==> config.mk <==
export PLATFORM = sky130hd
export DESIGN_NAME = sd_cmd_sequencer
export DESIGN_NICKNAME = d
export VERILOG_FILES = /design/src/rtl/sd_cmd_sequencer.sv
export SDC_FILE = /design/constraint.sdc
export NUM_CORES = 1
export LEC_CHECK = 0
export CELL_PAD_IN_SITES_DETAIL_PLACEMENT = 1
export CELL_PAD_IN_SITES_GLOBAL_PLACEMENT = 1
export CORE_UTILIZATION = 43
export CTS_BUF_LIST = sky130_fd_sc_hd__clkbuf_8
export DETAILED_ROUTE_END_ITERATION = 7
export PLACE_DENSITY = 0.88
export RECOVER_POWER = 100
export SYNTH_ARGS = -nofsm -noshare
export SYNTH_HDL_FRONTEND = slang
export SYNTH_SLANG_ARGS = --single-unit
==> constraint.sdc <==
create_clock -name clk -period 2.3 [get_ports clk]
set_clock_uncertainty 0.1 [all_clocks]
set_input_delay 0.345 -clock clk [delete_from_list [all_inputs] [get_ports clk]]
set_output_delay 0.345 -clock clk [all_outputs]
set_load 0.005 [all_outputs]
==> src/rtl/sd_cmd_sequencer.sv <==
// sd_cmd_sequencer
// Host-side SD CMD line sequencer. Serialises one 48-bit command frame
// with a CRC7 computed on the fly, then releases the line. If a response
// is expected, it waits for the card's start bit and deserialises a short
// (48-bit) or long (136-bit) response. It checks the response, inserts
// the NCC idle gap and pulses o_done.
// All line activity advances only on i_stb cycles (one per SD clock period).
module sd_cmd_sequencer #(
  parameter int RSP_TIMEOUT = 64,
  parameter int NCC_BITS    = 8
) (
  input  logic         clk,
  input  logic         rst,
  input  logic         i_stb,
  input  logic         i_cmd_go,
  input  logic [5:0]   i_cmd_index,
  input  logic [31:0]  i_cmd_arg,
  input  logic [1:0]   i_rsp_type,
  input  logic         i_rsp_crc_en,
  output logic         o_busy,
  output logic         o_done,
  output logic         o_rsp_timeout,
  output logic         o_crc_err,
  output logic [5:0]   o_rsp_index,
  output logic [127:0] o_rsp,
  output logic         o_sd_cmd_dir,
  output logic         o_sd_cmd_out,
  input  logic         i_sd_cmd_in
);

  // One shared strobe counter serves TX bit index, WAIT timeout,
  // RX bit count and NCC gap length.
  localparam int CNT_W = 16;

  localparam logic [CNT_W-1:0] TX_CRC_FIRST  = CNT_W'(40);
  localparam logic [CNT_W-1:0] TX_END_BIT    = CNT_W'(47);
  localparam logic [CNT_W-1:0] TX_RELEASE    = CNT_W'(48);
  localparam logic [CNT_W-1:0] RX_CRC_LIMIT  = CNT_W'(40);
  localparam logic [CNT_W-1:0] RX_SHORT_LAST = CNT_W'(47);
  localparam logic [CNT_W-1:0] RX_LONG_LAST  = CNT_W'(135);
  localparam logic [CNT_W-1:0] WAIT_LAST     = CNT_W'(RSP_TIMEOUT - 1);
  localparam logic [CNT_W-1:0] NCC_LAST      = CNT_W'(NCC_BITS - 1);

  typedef enum logic [2:0] {
    S_IDLE = 3'd0,
    S_TX   = 3'd1,
    S_WAIT = 3'd2,
    S_RX   = 3'd3,
    S_NCC  = 3'd4,
    S_DONE = 3'd5
  } state_e;

  state_e state_q, state_d;

  // Transaction context latched at go acceptance
  logic             long_q,   long_d;
  logic             rsp_en_q, rsp_en_d;
  logic             crc_en_q, crc_en_d;

  // Serialiser / deserialiser state
  logic [CNT_W-1:0] cnt_q,    cnt_d;
  logic [39:0]      tx_sr_q,  tx_sr_d;
  logic [6:0]       crc_q,    crc_d;
  // Only the last 128 frame bits are ever reported (long payload is
  // bits [127:0], short fields lie in [47:0]). The older leading bits of a
  // 136-bit response are shifted out and never needed, so the register
  // stores 127 bits and the incoming bit completes the 128-bit view.
  logic [126:0]     rx_sr_q,  rx_sr_d;
  logic [127:0]     rx_full;
  logic             rx_last;

  // Registered line and status outputs
  logic             dir_q,     dir_d;
  logic             out_q,     out_d;
  logic             timeout_q, timeout_d;
  logic             crc_err_q, crc_err_d;
  logic [5:0]       idx_q,     idx_d;
  logic [127:0]     rsp_q,     rsp_d;

  // Serial CRC7, polynomial x^7 + x^3 + 1, one bit per call
  function automatic logic [6:0] crc7_step(input logic [6:0] crc, input logic b);
    logic fb;
    fb = b ^ crc[6];
    crc7_step = {crc[5:3], crc[2] ^ fb, crc[1:0], fb};
  endfunction

  assign rx_full = {rx_sr_q, i_sd_cmd_in};
  assign rx_last = long_q ? (cnt_q == RX_LONG_LAST) : (cnt_q == RX_SHORT_LAST);

  // State register
  always_ff @(posedge clk) begin
    if (rst) begin
      state_q <= S_IDLE;
    end else begin
      state_q <= state_d;
    end
  end

  // Next-state logic: every transition except go acceptance and DONE
  // is gated by the bit strobe
  always_comb begin
    state_d = state_q;
    case (state_q)
      S_IDLE: begin
        if (i_cmd_go) begin
          state_d = S_TX;
        end
      end
      S_TX: begin
        if (i_stb && (cnt_q == TX_RELEASE)) begin
          state_d = rsp_en_q ? S_WAIT : S_NCC;
        end
      end
      S_WAIT: begin
        if (i_stb) begin
          if (!i_sd_cmd_in) begin
            state_d = S_RX;
          end else if (cnt_q == WAIT_LAST) begin
            state_d = S_NCC;
          end
        end
      end
      S_RX: begin
        if (i_stb && rx_last) begin
          state_d = S_NCC;
        end
      end
      S_NCC: begin
        if (i_stb && (cnt_q == NCC_LAST)) begin
          state_d = S_DONE;
        end
      end
      S_DONE: begin
        state_d = S_IDLE;
      end
      default: begin
        state_d = S_IDLE;
      end
    endcase
  end

  // Outputs decoded directly from the state register
  always_comb begin
    o_busy = (state_q != S_IDLE);
    o_done = (state_q == S_DONE);
  end

  // Datapath next-state: shifting, CRC, counters, line drive and status
  always_comb begin
    long_d    = long_q;
    rsp_en_d  = rsp_en_q;
    crc_en_d  = crc_en_q;
    cnt_d     = cnt_q;
    tx_sr_d   = tx_sr_q;
    crc_d     = crc_q;
    rx_sr_d   = rx_sr_q;
    dir_d     = dir_q;
    out_d     = out_q;
    timeout_d = timeout_q;
    crc_err_d = crc_err_q;
    idx_d     = idx_q;
    rsp_d     = rsp_q;

    case (state_q)
      S_IDLE: begin
        // A strobe coinciding with go does not shift; the first bit
        // goes out on the next strobe.
        if (i_cmd_go) begin
          tx_sr_d   = {2'b01, i_cmd_index, i_cmd_arg};
          crc_d     = 7'd0;
          cnt_d     = '0;
          long_d    = (i_rsp_type == 2'd2);
          rsp_en_d  = (i_rsp_type != 2'd0);
          crc_en_d  = i_rsp_crc_en;
          timeout_d = 1'b0;
          crc_err_d = 1'b0;
        end
      end

      S_TX: begin
        if (i_stb) begin
          if (cnt_q < TX_CRC_FIRST) begin
            // Start, transmission, index and argument bits feed the CRC
            out_d   = tx_sr_q[39];
            dir_d   = 1'b1;
            crc_d   = crc7_step(crc_q, tx_sr_q[39]);
            tx_sr_d = {tx_sr_q[38:0], 1'b0};
            cnt_d   = cnt_q + 1'b1;
          end else if (cnt_q < TX_END_BIT) begin
            // CRC7 shifted out MSB first
            out_d = crc_q[6];
            dir_d = 1'b1;
            crc_d = {crc_q[5:0], 1'b0};
            cnt_d = cnt_q + 1'b1;
          end else if (cnt_q == TX_END_BIT) begin
            out_d = 1'b1;
            dir_d = 1'b1;
            cnt_d = cnt_q + 1'b1;
          end else begin
            // Strobe after the end bit: release the line
            out_d = 1'b1;
            dir_d = 1'b0;
            cnt_d = '0;
          end
        end
      end

      S_WAIT: begin
        if (i_stb) begin
          if (!i_sd_cmd_in) begin
            // Start bit is bit 0 of the response; CRC of a lone zero
            // from a zero seed stays zero.
            rx_sr_d = '0;
            crc_d   = 7'd0;
            cnt_d   = CNT_W'(1);
          end else if (cnt_q == WAIT_LAST) begin
            timeout_d = 1'b1;
            cnt_d     = '0;
          end else begin
            cnt_d = cnt_q + 1'b1;
          end
        end
      end

      S_RX: begin
        if (i_stb) begin
          rx_sr_d = rx_full[126:0];
          if (cnt_q < RX_CRC_LIMIT) begin
            crc_d = crc7_step(crc_q, i_sd_cmd_in);
          end
          if (rx_last) begin
            cnt_d = '0;
            if (long_q) begin
              rsp_d     = rx_full;
              idx_d     = 6'd0;
              crc_err_d = ~rx_full[0];
            end else begin
              rsp_d     = {96'd0, rx_full[39:8]};
              idx_d     = rx_full[45:40];
              crc_err_d = crc_en_q && ((crc_q != rx_full[7:1]) || !rx_full[0]);
            end
          end else begin
            cnt_d = cnt_q + 1'b1;
          end
        end
      end

      S_NCC: begin
        if (i_stb) begin
          cnt_d = (cnt_q == NCC_LAST) ? '0 : cnt_q + 1'b1;
        end
      end

      default: begin
      end
    endcase
  end

  // Datapath registers; reset aborts any transaction and frees the line
  always_ff @(posedge clk) begin
    if (rst) begin
      long_q    <= 1'b0;
      rsp_en_q  <= 1'b0;
      crc_en_q  <= 1'b0;
      cnt_q     <= '0;
      tx_sr_q   <= '0;
      crc_q     <= 7'd0;
      rx_sr_q   <= '0;
      dir_q     <= 1'b0;
      out_q     <= 1'b1;
      timeout_q <= 1'b0;
      crc_err_q <= 1'b0;
      idx_q     <= 6'd0;
      rsp_q     <= '0;
    end else begin
      long_q    <= long_d;
      rsp_en_q  <= rsp_en_d;
      crc_en_q  <= crc_en_d;
      cnt_q     <= cnt_d;
      tx_sr_q   <= tx_sr_d;
      crc_q     <= crc_d;
      rx_sr_q   <= rx_sr_d;
      dir_q     <= dir_d;
      out_q     <= out_d;
      timeout_q <= timeout_d;
      crc_err_q <= crc_err_d;
      idx_q     <= idx_d;
      rsp_q     <= rsp_d;
    end
  end

  assign o_sd_cmd_dir  = dir_q;
  assign o_sd_cmd_out  = out_q;
  assign o_rsp_timeout = timeout_q;
  assign o_crc_err     = crc_err_q;
  assign o_rsp_index   = idx_q;
  assign o_rsp         = rsp_q;

endmodule
==> results.cfg, run 1 <==
[sta]
post-route-min-period_ns = 2.208
fin_crit_sh_pct = 96.01
final_max_slew_viol_count = 0
whs_ns = 0.2174
timing_hold_violations_final = 0
fmax_mhz = 452.9
final.setup.tns_ns = 0
worst_pin_slew_ns = 0.6093
fin_ws_ns = 0.09184
relSlewSlack_pct = 59.38
setup_violations = 0

[global_routing]
busiest_layer = met2
grt_max_degree = 137
met3_usage_pct = 7.235
antenna_found_initial = 0
grt_pass1_wl_um = 63690
use_met2_pct = 43.78
grt_use_total_pct = 25.17
grt_pass1_vias = 12050
grt_use_met1_pct = 29.62
grt-ovfl-total = 0

[logic_synthesis]
synth_compound_area_share_pct = 23.14
synth_warnings = 0
synth_mux_area_share_pct = 5.751
synth_simple_gate_area_share_pct = 13.68
synth_edf_count = 0
synthAdderAreaFrac_pct = 0.1914
synth_area_leader_cell = dfxtp_1
synthArstFlopShare_pct = 0
syn-num-nets = 1434
ys_ff_latch = 334
synthFlopType = dfxtp_1
yosysTopAreaCellShare_pct = 51.14
synth_xor_xnor_area_share_pct = 1.273
synth_cell_types = 68
synth_top_family_by_area = compound AO/OA/AOI/OAI gates
syn_inst = 1386
synthTopCellsByCount = 334 x dfxtp_1, 273 x nor2_1, 228 x a22oi_1
ys_top_cells_by_area = dfxtp_1 51%, a22oi_1 13%, nor2_1 7.8%
synth.most_common_cell = dfxtp_1
synth_area_um2 = 13080
avgSynthCellArea_um2 = 9.434
synth_seq_area_share_pct = 51.14

[setup_path]
crit_chain = buf_4 > or3_1 > dlygate4sd2_1
cp.arrival_ns = 1.76
crit_slowest_cell = or3_1
critPathRequiredTime_ns = 1.86
crit_fanout = 11
critical_path.top_delay_family = buffers and inverters
end_kind = output port
critPathMaxStageDelay_ns = 0.37
cp-start-kind = flop
critical_path_class = flop to output port
crit_buf_inv = 2

[floorplanning]
dieArea_um2 = 31110
core_um2 = 29800
pin_count = 186
fp.dieH_um = 176.4
rows = 63
start_util_pct = 43.88
dieWidth_um = 176.4

[route]
wl_per_cell_um = 19.90
antenna_left = 0
vias = 11650
dr.pass1.iters = 5
wirelength_um = 40020
drc = 0
vias_per_cell = 5.795
drt_iter0_drc = 611

[cells_and_area]
final_cells = 2011
final_net_count = 1625
drive_above_1_share_pct = 12.28
area_delta_synth_final_pct = 29.67
antennaDiodeCount = 0

[clock_tree]
clk_path_buf_depth = 3
cts_root_buf = clkbuf_8
clock-sinks = 334
clkTransAtPathRegs_ns = 0.06
cts_buffers = 54
h-tree-depth = 2
cts_tree = done
clk_latency_ns = 0.59

[power]
p_leak_nw = 6.316
power_density_nw_per_um2 = 837.6
total_power_mw = 14.20
irDropWorstVdd_v = 0.0004715

[placed_design]
post-place-ws_ns = -0.1621
io_buffers = 185
hpwl_um = 25460
dp.cells = 1904
place_congestion = 0.8723

[worst_hold_path]
min_path_type = input port to flop

[flow_run]
cap_violations = 0

[run_status]
status = finished clean
[sequential cells by signal, summed over array words and instances (netlist names)]
name           cells
rx_sr_q          127
o_sd_cmd_dir       1
crc_en_q           1
cnt_q             16
state_q            3
o_rsp            128
o_crc_err          1
crc_q              7
long_q             1
o_rsp_index        6
o_sd_cmd_out       1
o_rsp_timeout      1
tx_sr_q           40
rsp_en_q           1
[where the power goes]
group	internal (mW)	total (mW)	switching [mW]
clock	2.81	5.19	2.38
combinational	1.11	2.58	1.47
sequential	6.19	6.43	0.244
total	10.1	14.2	4.08
[metal layers]
| layer | wire, um | vias to the layer above | share of wire, % |
|---|---|---|---|
| li1 | - | 5448 | - |
| met2 | 19900 | 318 | 50 |
| met3 | 2892 | 77 | 7.2 |
| met4 | 893 | 0 | 2.2 |
| met5 | 0 | - | 0 |
| met1 | 16340 | 5810 | 41 |
[timing repair]
item                                    CTS  global route
pin swaps                                 0             9
cloned                                    0             1
setup buffers                             1             4
endpoints found under the setup margin    3            42
hold endpoints to repair                 10             0
hold buffers                              1             0
gates resized for setup                   7            14
[through the flow]
stage | cell area, um^2 | util (%)
after floorplan | 13080 | -
after global placement | 15720 | 52.77
after detailed placement | 15720 | 52.77
after CTS | 16870 | 56.63
after global routing | 16960 | 56.90
final | 16960 | 56.90
[worst min-delay path, delay by kind of cell]
family | cells | cell delay (ns)
buffers and inverters | 1 | 0.40
and+or+nand+nor | 1 | 0.06
AOI/OAI and AO/OA | 1 | 0.05
[layout by cell type (no fill, tap or decap), types with 5 or more instances in the layout]
| cell type | n |
|---|---|
| a211oi_1 | 82 |
| a21oi_1 | 63 |
| a22oi_1 | 222 |
| a22oi_2 | 6 |
| and3_1 | 8 |
| buf_12 | 20 |
| buf_4 | 55 |
| clkbuf_8 | 69 |
| clkdlybuf4s50_1 | 44 |
| clkinv_2 | 7 |
| dfxtp_1 | 332 |
| dlygate4sd3_1 | 139 |
| inv_1 | 29 |
| mux2i_1 | 74 |
| nand2_1 | 20 |
| nand2b_1 | 11 |
| nand3_1 | 16 |
| nand4_1 | 13 |
| nor2_1 | 272 |
| nor2b_1 | 5 |
| nor3_1 | 13 |
| nor4_1 | 5 |
| o21ai_0 | 9 |
| xnor2_1 | 15 |
[kinds of logic after synthesis]
| kind of cell | after synthesis |
|---|---|
| multiplexers | 75 |
| AND/OR/NAND/NOR | 392 |
| XOR/XNOR | 19 |
| AO/OA/AOI/OAI | 422 |
| flip-flops | 334 |
| buffers and inverters | 142 |
| adder cells (fa/ha/maj) | 2 |
[final cells by class]
type                            instances  area, um^2
Timing Repair Buffer                  267        2743
Inverter                               10       38.79
Multi-Input combinational cell        910        5874
Clock inverter                         31       170.2
Sequential cell                       334        6691
Tap cell                              390       488.0
Clock buffer                           69       949.7
Fill cell                            3301       12840
[path summary, 6_finish.rpt]
path                startpoint          end  slack, ns  cells past startpoint
setup / recovery    state_q[2]       o_busy       0.09                      3
hold / removal    i_cmd_arg[0]   tx_sr_q[0]       0.22                      3
setup reg to reg    state_q[1]  rx_sr_q[71]       0.10                      6
hold reg to reg     o_rsp[127]   o_rsp[127]       0.35                      2
Note: power is estimated with default switching activity, not from simulation.
==> run 2: changes to the inputs <==
--- a/config.mk
+++ b/config.mk
@@ -7,10 +7,9 @@
 export LEC_CHECK = 0
 export CELL_PAD_IN_SITES_DETAIL_PLACEMENT = 1
 export CELL_PAD_IN_SITES_GLOBAL_PLACEMENT = 1
-export CORE_UTILIZATION = 43
-export CTS_BUF_LIST = sky130_fd_sc_hd__clkbuf_8
+export CORE_UTILIZATION = 42
 export DETAILED_ROUTE_END_ITERATION = 7
-export PLACE_DENSITY = 0.88
+export PLACE_DENSITY = 0.86
 export RECOVER_POWER = 100
 export SYNTH_ARGS = -nofsm -noshare
 export SYNTH_HDL_FRONTEND = slang
==> run 2 against run 1 <==
Clock-buffer cell count down 16. Core utilization down 1.4 points. Via count down 1.2%. Wire length down 0.88%. Fmax down 1.8%. Final area up 0.14%. Final cell count down 1.4%. Worst setup slack worse by 0.041 ns. Sequential share of layout area about the same. Global-route usage down 0.66 points. Die area up 2.4%. Highest routed layer unchanged.
==> results.cfg, run 2 (same netlist as run 1, synthesis figures left out) <==
[setup_path]
r2r_slack_ns = 0.05
r2r-start = cnt_q[6]
startpoint = cnt_q[6]
endpoint = o_rsp[19]
crit_fanout = 17
critPathRequiredTime_ns = 2.60
cp-start-kind = flop
end_kind = flop
reg2regPathDepth = 8
cp.arrival_ns = 2.55
rr_endpoint = o_rsp[19]
critical_path_class = flop to flop

[sta]
relSlewSlack_pct = 57.12
fin_crit_sh_pct = 97.77
setup_violations = 0
fmax_mhz = 444.7
post-route-min-period_ns = 2.249
worst_pin_slew_ns = 0.6433
timing_hold_violations_final = 0
final_max_slew_viol_count = 0
rsz0062_at_grt = yes

[global_routing]
grt_max_degree = 100
grt_pass1_vias = 12030
antenna_found_initial = 0
grt_use_total_pct = 24.52
grt_pass1_wl_um = 63380
grt-ovfl-total = 0

[clock_tree]
cts_tree = done
cts_root_buf = clkbuf_16
clock-sinks = 334
postCtsHoldBufs = 0
h-tree-depth = 2
clk_latency_ns = 0.52
clkTransAtPathRegs_ns = 0.06
cts_buffers = 36
clk_path_buf_depth = 3

[cells_and_area]
mostFrequentLayoutCells = 328 x dfxtp_1, 271 x nor2_1, 226 x a22oi_1, 145 x clkdlybuf4s50_1, 82 x a211oi_1
antennaDiodeCount = 0
mostFrequentLayoutCell = dfxtp_1
drive_above_1_share_pct = 11.10
final_cells = 1982
nFillCells = 3383
finalInstanceArea_um2 = 16980
final_net_count = 1610
area_delta_synth_final_pct = 29.86
largest_reg_flops = 128

[power]
clkPwrFrac_pct = 38.0
power_frac_comb_pct = 17.7
p_switching_mw = 4.020
p_seq_share_pct = 44.2
swShare_pct = 27.59
irDropWorstVdd_v = 0.0007135
power_density_nw_per_um2 = 858.3
p_leak_nw = 5.881
power.internal_mw = 10.55

[route]
drt_iter0_drc = 662
antenna_left = 0
vias = 11510
drc = 0
wl_per_cell_um = 20.02
wirelength_um = 39670
vias_per_cell = 5.807
dr.pass1.iters = 5

[floorplanning]
dieArea_um2 = 31840
start_util_pct = 42.74
core_um2 = 30590
dieWidth_um = 178.4
pin_count = 186
fp.dieH_um = 178.4
rows = 64

[run_status]
status = finished clean

[placed_design]
dp.cells = 1912
dpl_cell_area_um2 = 15700
io_buffers = 185
place_congestion = 0.8914
hpwl_um = 25240

[flow_run]
cap_violations = 0

[worst_hold_path]
min_path_type = input port to flop
==> run 2: cell types whose count changed in the layout (fill, tap and decap cells not counted), moves of 7 or more <==
cell and delta:
clkdlybuf4s50_1 +101, clkbuf_1 +11, clkbuf_16 +35, dlygate4sd3_1 -102, clkbuf_8 -63, inv_1 -21, buf_4 +7
==> run 2: cell type report <==
cell class / count / area, um^2 / area share, %
clock inverter: 9 / 100.1 / 0.5895
timing repair buffer: 270 / 2770 / 16.32
tap: 396 / 495.5 / 2.918
multi-input combinational: 910 / 5852 / 34.47
clock buffer: 53 / 1025 / 6.035
sequential: 334 / 6699 / 39.45
inverter: 10 / 37.54 / 0.2211
==> run 2: worst max-delay path, cell delays in order, from the launching register on <==
cell	delay (ns)
dfxtp_1	0.39
and4bb_2	0.35
nand4_1	0.17
buf_4	0.21
a211oi_4	0.29
buf_4	0.17
buf_12	0.14
nor2_1	0.05
a211oi_1	0.24
==> run 2: layer usage <==
layer	track usage, %	share of wire [%]	vias up	wire, um
met1	28.43	40	5738	15850
met3	7.502	7.4	59	2954
met5	0	0	-	0
li1	-	-	5419	-
met2	43.59	51	294	20120
met4	6.038	1.9	0	744
==> run 2: how the worst min path moves through the flow <==
stage                     depth (start not counted)              to  slack [ns]   startpoint
after floorplan                                   2     tx_sr_q[39]        0.34  tx_sr_q[38]
after global placement                            2     tx_sr_q[39]        0.35  tx_sr_q[38]
after detailed placement                          2      o_rsp[127]        0.36   o_rsp[127]
after CTS                                         2       o_rsp[39]        0.11          rst
after global routing                              2  o_rsp_index[0]        0.13          rst
final                                             2  o_rsp_index[0]        0.11          rst
==> run 2: metrics by stage <==
| stage | power (mW) | hold WS, ns | setup WS [ns] | util, % | TNS [ns] |
|---|---|---|---|---|---|
| 4_1_cts | 14.67 | 0.1071 | -0.09879 | 55.29 | -0.09879 |
| 3_3_place_gp | 8.986 | 0.3524 | -0.09770 | 51.31 | -9.741 |
| 6_report | 14.57 | 0.1147 | 0.05118 | 55.51 | 0 |
| 3_5_place_dp | 9.112 | 0.3593 | -0.1898 | 51.31 | -14.56 |
| 5_1_grt | 15.20 | 0.1281 | -0.04552 | 55.51 | -0.3967 |
| 2_1_floorplan | 8.197 | 0.3406 | 0.2346 | - | 0 |
==> run 2: repair_timing <==
item | CTS | global route
gates cloned | 2 | 0
setup buffers | 3 | 3
pin swaps | 2 | 6
setup endpoints to repair | 18 | 127
resized for setup | 7 | 15
==> run 2: power groups by stage <==
stage / Combinational, mW / Clock (mW) / Sequential [mW]
finish: 2.58 / 5.54 / 6.45
CTS: 2.58 / 5.66 / 6.44
detailed placement: 2.56 / 0 / 6.55
global route: 2.82 / 5.90 / 6.48
floorplan: 1.73 / 0 / 6.46
global placement: 2.46 / 0 / 6.52
==> run 3: changes to the inputs <==
--- a/config.mk
+++ b/config.mk
@@ -7,10 +7,11 @@
 export LEC_CHECK = 0
 export CELL_PAD_IN_SITES_DETAIL_PLACEMENT = 1
 export CELL_PAD_IN_SITES_GLOBAL_PLACEMENT = 1
-export CORE_UTILIZATION = 42
+export CORE_UTILIZATION = 25
 export DETAILED_ROUTE_END_ITERATION = 7
-export PLACE_DENSITY = 0.86
-export RECOVER_POWER = 100
+export GPL_ROUTABILITY_DRIVEN = 0
+export PLACE_DENSITY = 0.58
+export RECOVER_POWER = 25
 export SYNTH_ARGS = -nofsm -noshare
 export SYNTH_HDL_FRONTEND = slang
 export SYNTH_SLANG_ARGS = --single-unit
==> run 3 against run 2 <==
Core utilization shrank 21 points. Via count shrank 1.1%. Total power grew 10%. Worst hold slack lost 0.081 ns. Sequential power is essentially flat. Sequential share of layout area shrank 1.8 points. Fmax grew 2.3%. Critical path depth shrank 5. Critical endpoint is now o_busy. Highest routed layer unchanged.
==> results.cfg, run 3 (same netlist as run 1, synthesis figures left out) <==
[route]
vias_per_cell = 4.985
antenna_left = 0
wl_per_cell_um = 18.12
dr.pass1.iters = 5
wirelength_um = 41370
vias = 11380
drt_iter0_drc = 648
drc = 0

[sta]
relSlewSlack_pct = 53.45
worst_pin_slew_ns = 0.6982
post-route-min-period_ns = 2.199
final_max_slew_viol_count = 0
final.setup.tns_ns = 0
fmax_mhz = 454.8
setup_violations = 0
fin_crit_sh_pct = 95.61
timing_hold_violations_final = 0

[global_routing]
grt_pass1_vias = 11830
grt-ovfl-total = 0
grt_pass1_wl_um = 66030
use_met2_pct = 24.33
busiest_layer = met2
grt_use_met1_pct = 20.07
antenna_found_initial = 0
grt_max_degree = 138
met3_usage_pct = 3.878
grt_use_total_pct = 15.26

[setup_path]
end_kind = output port
crit_fanout = 14
crit_slowest_cell = or3_4
critical_path_class = flop to output port
critPathMaxStageDelay_ns = 0.39
critPathRequiredTime_ns = 1.86
critical_path.top_delay_family = buffers and inverters
crit_buf_inv = 2
cp-start-kind = flop
cp.arrival_ns = 1.75
crit_chain = buf_6 > or3_4 > dlygate4sd2_1

[clock_tree]
cts_root_buf = clkbuf_16
clock-sinks = 334
h-tree-depth = 2
cts_tree = done
clkTransAtPathRegs_ns = 0.06
clk_latency_ns = 0.57
cts_buffers = 40
clk_path_buf_depth = 3

[placed_design]
io_buffers = 185
dpl_cell_area_um2 = 16190
dp.cells = 2205
hpwl_um = 26170

[cells_and_area]
mostFrequentLayoutCells = 326 x dfxtp_1, 272 x nor2_1, 228 x a22oi_1, 168 x clkdlybuf4s50_1, 79 x a211oi_1
mostFrequentLayoutCell = dfxtp_1
drive_above_1_share_pct = 12.66
final_cells = 2283
final_net_count = 1621
finalInstanceArea_um2 = 17790
area_delta_synth_final_pct = 36.05
antennaDiodeCount = 0
largest_reg_flops = 128

[run_status]
status = finished clean

[floorplanning]
fp.dieH_um = 230.7
start_util_pct = 25.38
rows = 83
dieArea_um2 = 53220
dieWidth_um = 230.7
pin_count = 186
core_um2 = 51510

[power]
power_density_nw_per_um2 = 902.3
p_leak_nw = 6.008
irDropWorstVdd_v = 0.0005066
total_power_mw = 16.05

[flow_run]
cap_violations = 0

[worst_hold_path]
min_path_type = input port to flop
-- run 3: cell count changes in the layout (fill, tap and decap cells not counted), sizes merged --
cell / change
clkdlybuf4s50: +23
dlygate4sd3: -23
clkbuf: +8
buf: +5
bufinv: +5
bufbuf: -1
clkinv: +1
dlygate4sd2: +1
dlymetal6s2s: -1
inv: -1
-- run 3: worst paths after layout --
check / from / endpoint / slack, ns / depth (start not counted)
worst max-delay path: state_q[2] / o_busy / 0.10 / 3
worst min-delay path: rst / o_sd_cmd_dir / 0.03 / 2
worst max register to register: cnt_q[1] / o_rsp[27] / 0.13 / 9
worst min register to register: o_rsp[127] / o_rsp[127] / 0.36 / 2
-- run 3: repair_timing --
item | CTS | global route
setup buffers | 1 | 3
cloned | 2 | 0
pin swaps | 2 | 3
gates resized for setup | 11 | 18
endpoints found under the setup margin | 3 | 108
hold buffers | 0 | 0
-- run 3: area by class of cell --
type,instances,area [um^2]
Clock buffer,58,1190
Clock inverter,14,270.3
Fill cell,5852,33720
Inverter,10,38.79
Multi-Input combinational cell,910,5872
Sequential cell,334,6701
Tap cell,680,850.8
Timing Repair Buffer,277,2865
-- run 3: layer usage --
layer  up-vias  part of all wire [%]
met5         -                     0
met4         0                   2.2
met3        57                   5.6
met2       212                    45
met1      5678                    47
li1       5433                     -
-- run 3: metrics by stage --
step / hold WS, ns / setup WS [ns] / util, %
final: 0.03382 / 0.1010 / 34.53
after global routing: 0.01928 / -0.004499 / 34.53
after CTS: 0.004228 / -0.008020 / 34.47
after detailed placement: 0.3542 / -0.2367 / 31.44
after global placement: 0.3468 / -0.2306 / 31.44
after floorplan: 0.3406 / 0.2346 / -
-- run 3: power breakdown --
group          internal, mW  switching [mW]
sequential             6.19           0.241
combinational          1.21            1.49
clock                  4.30            2.62
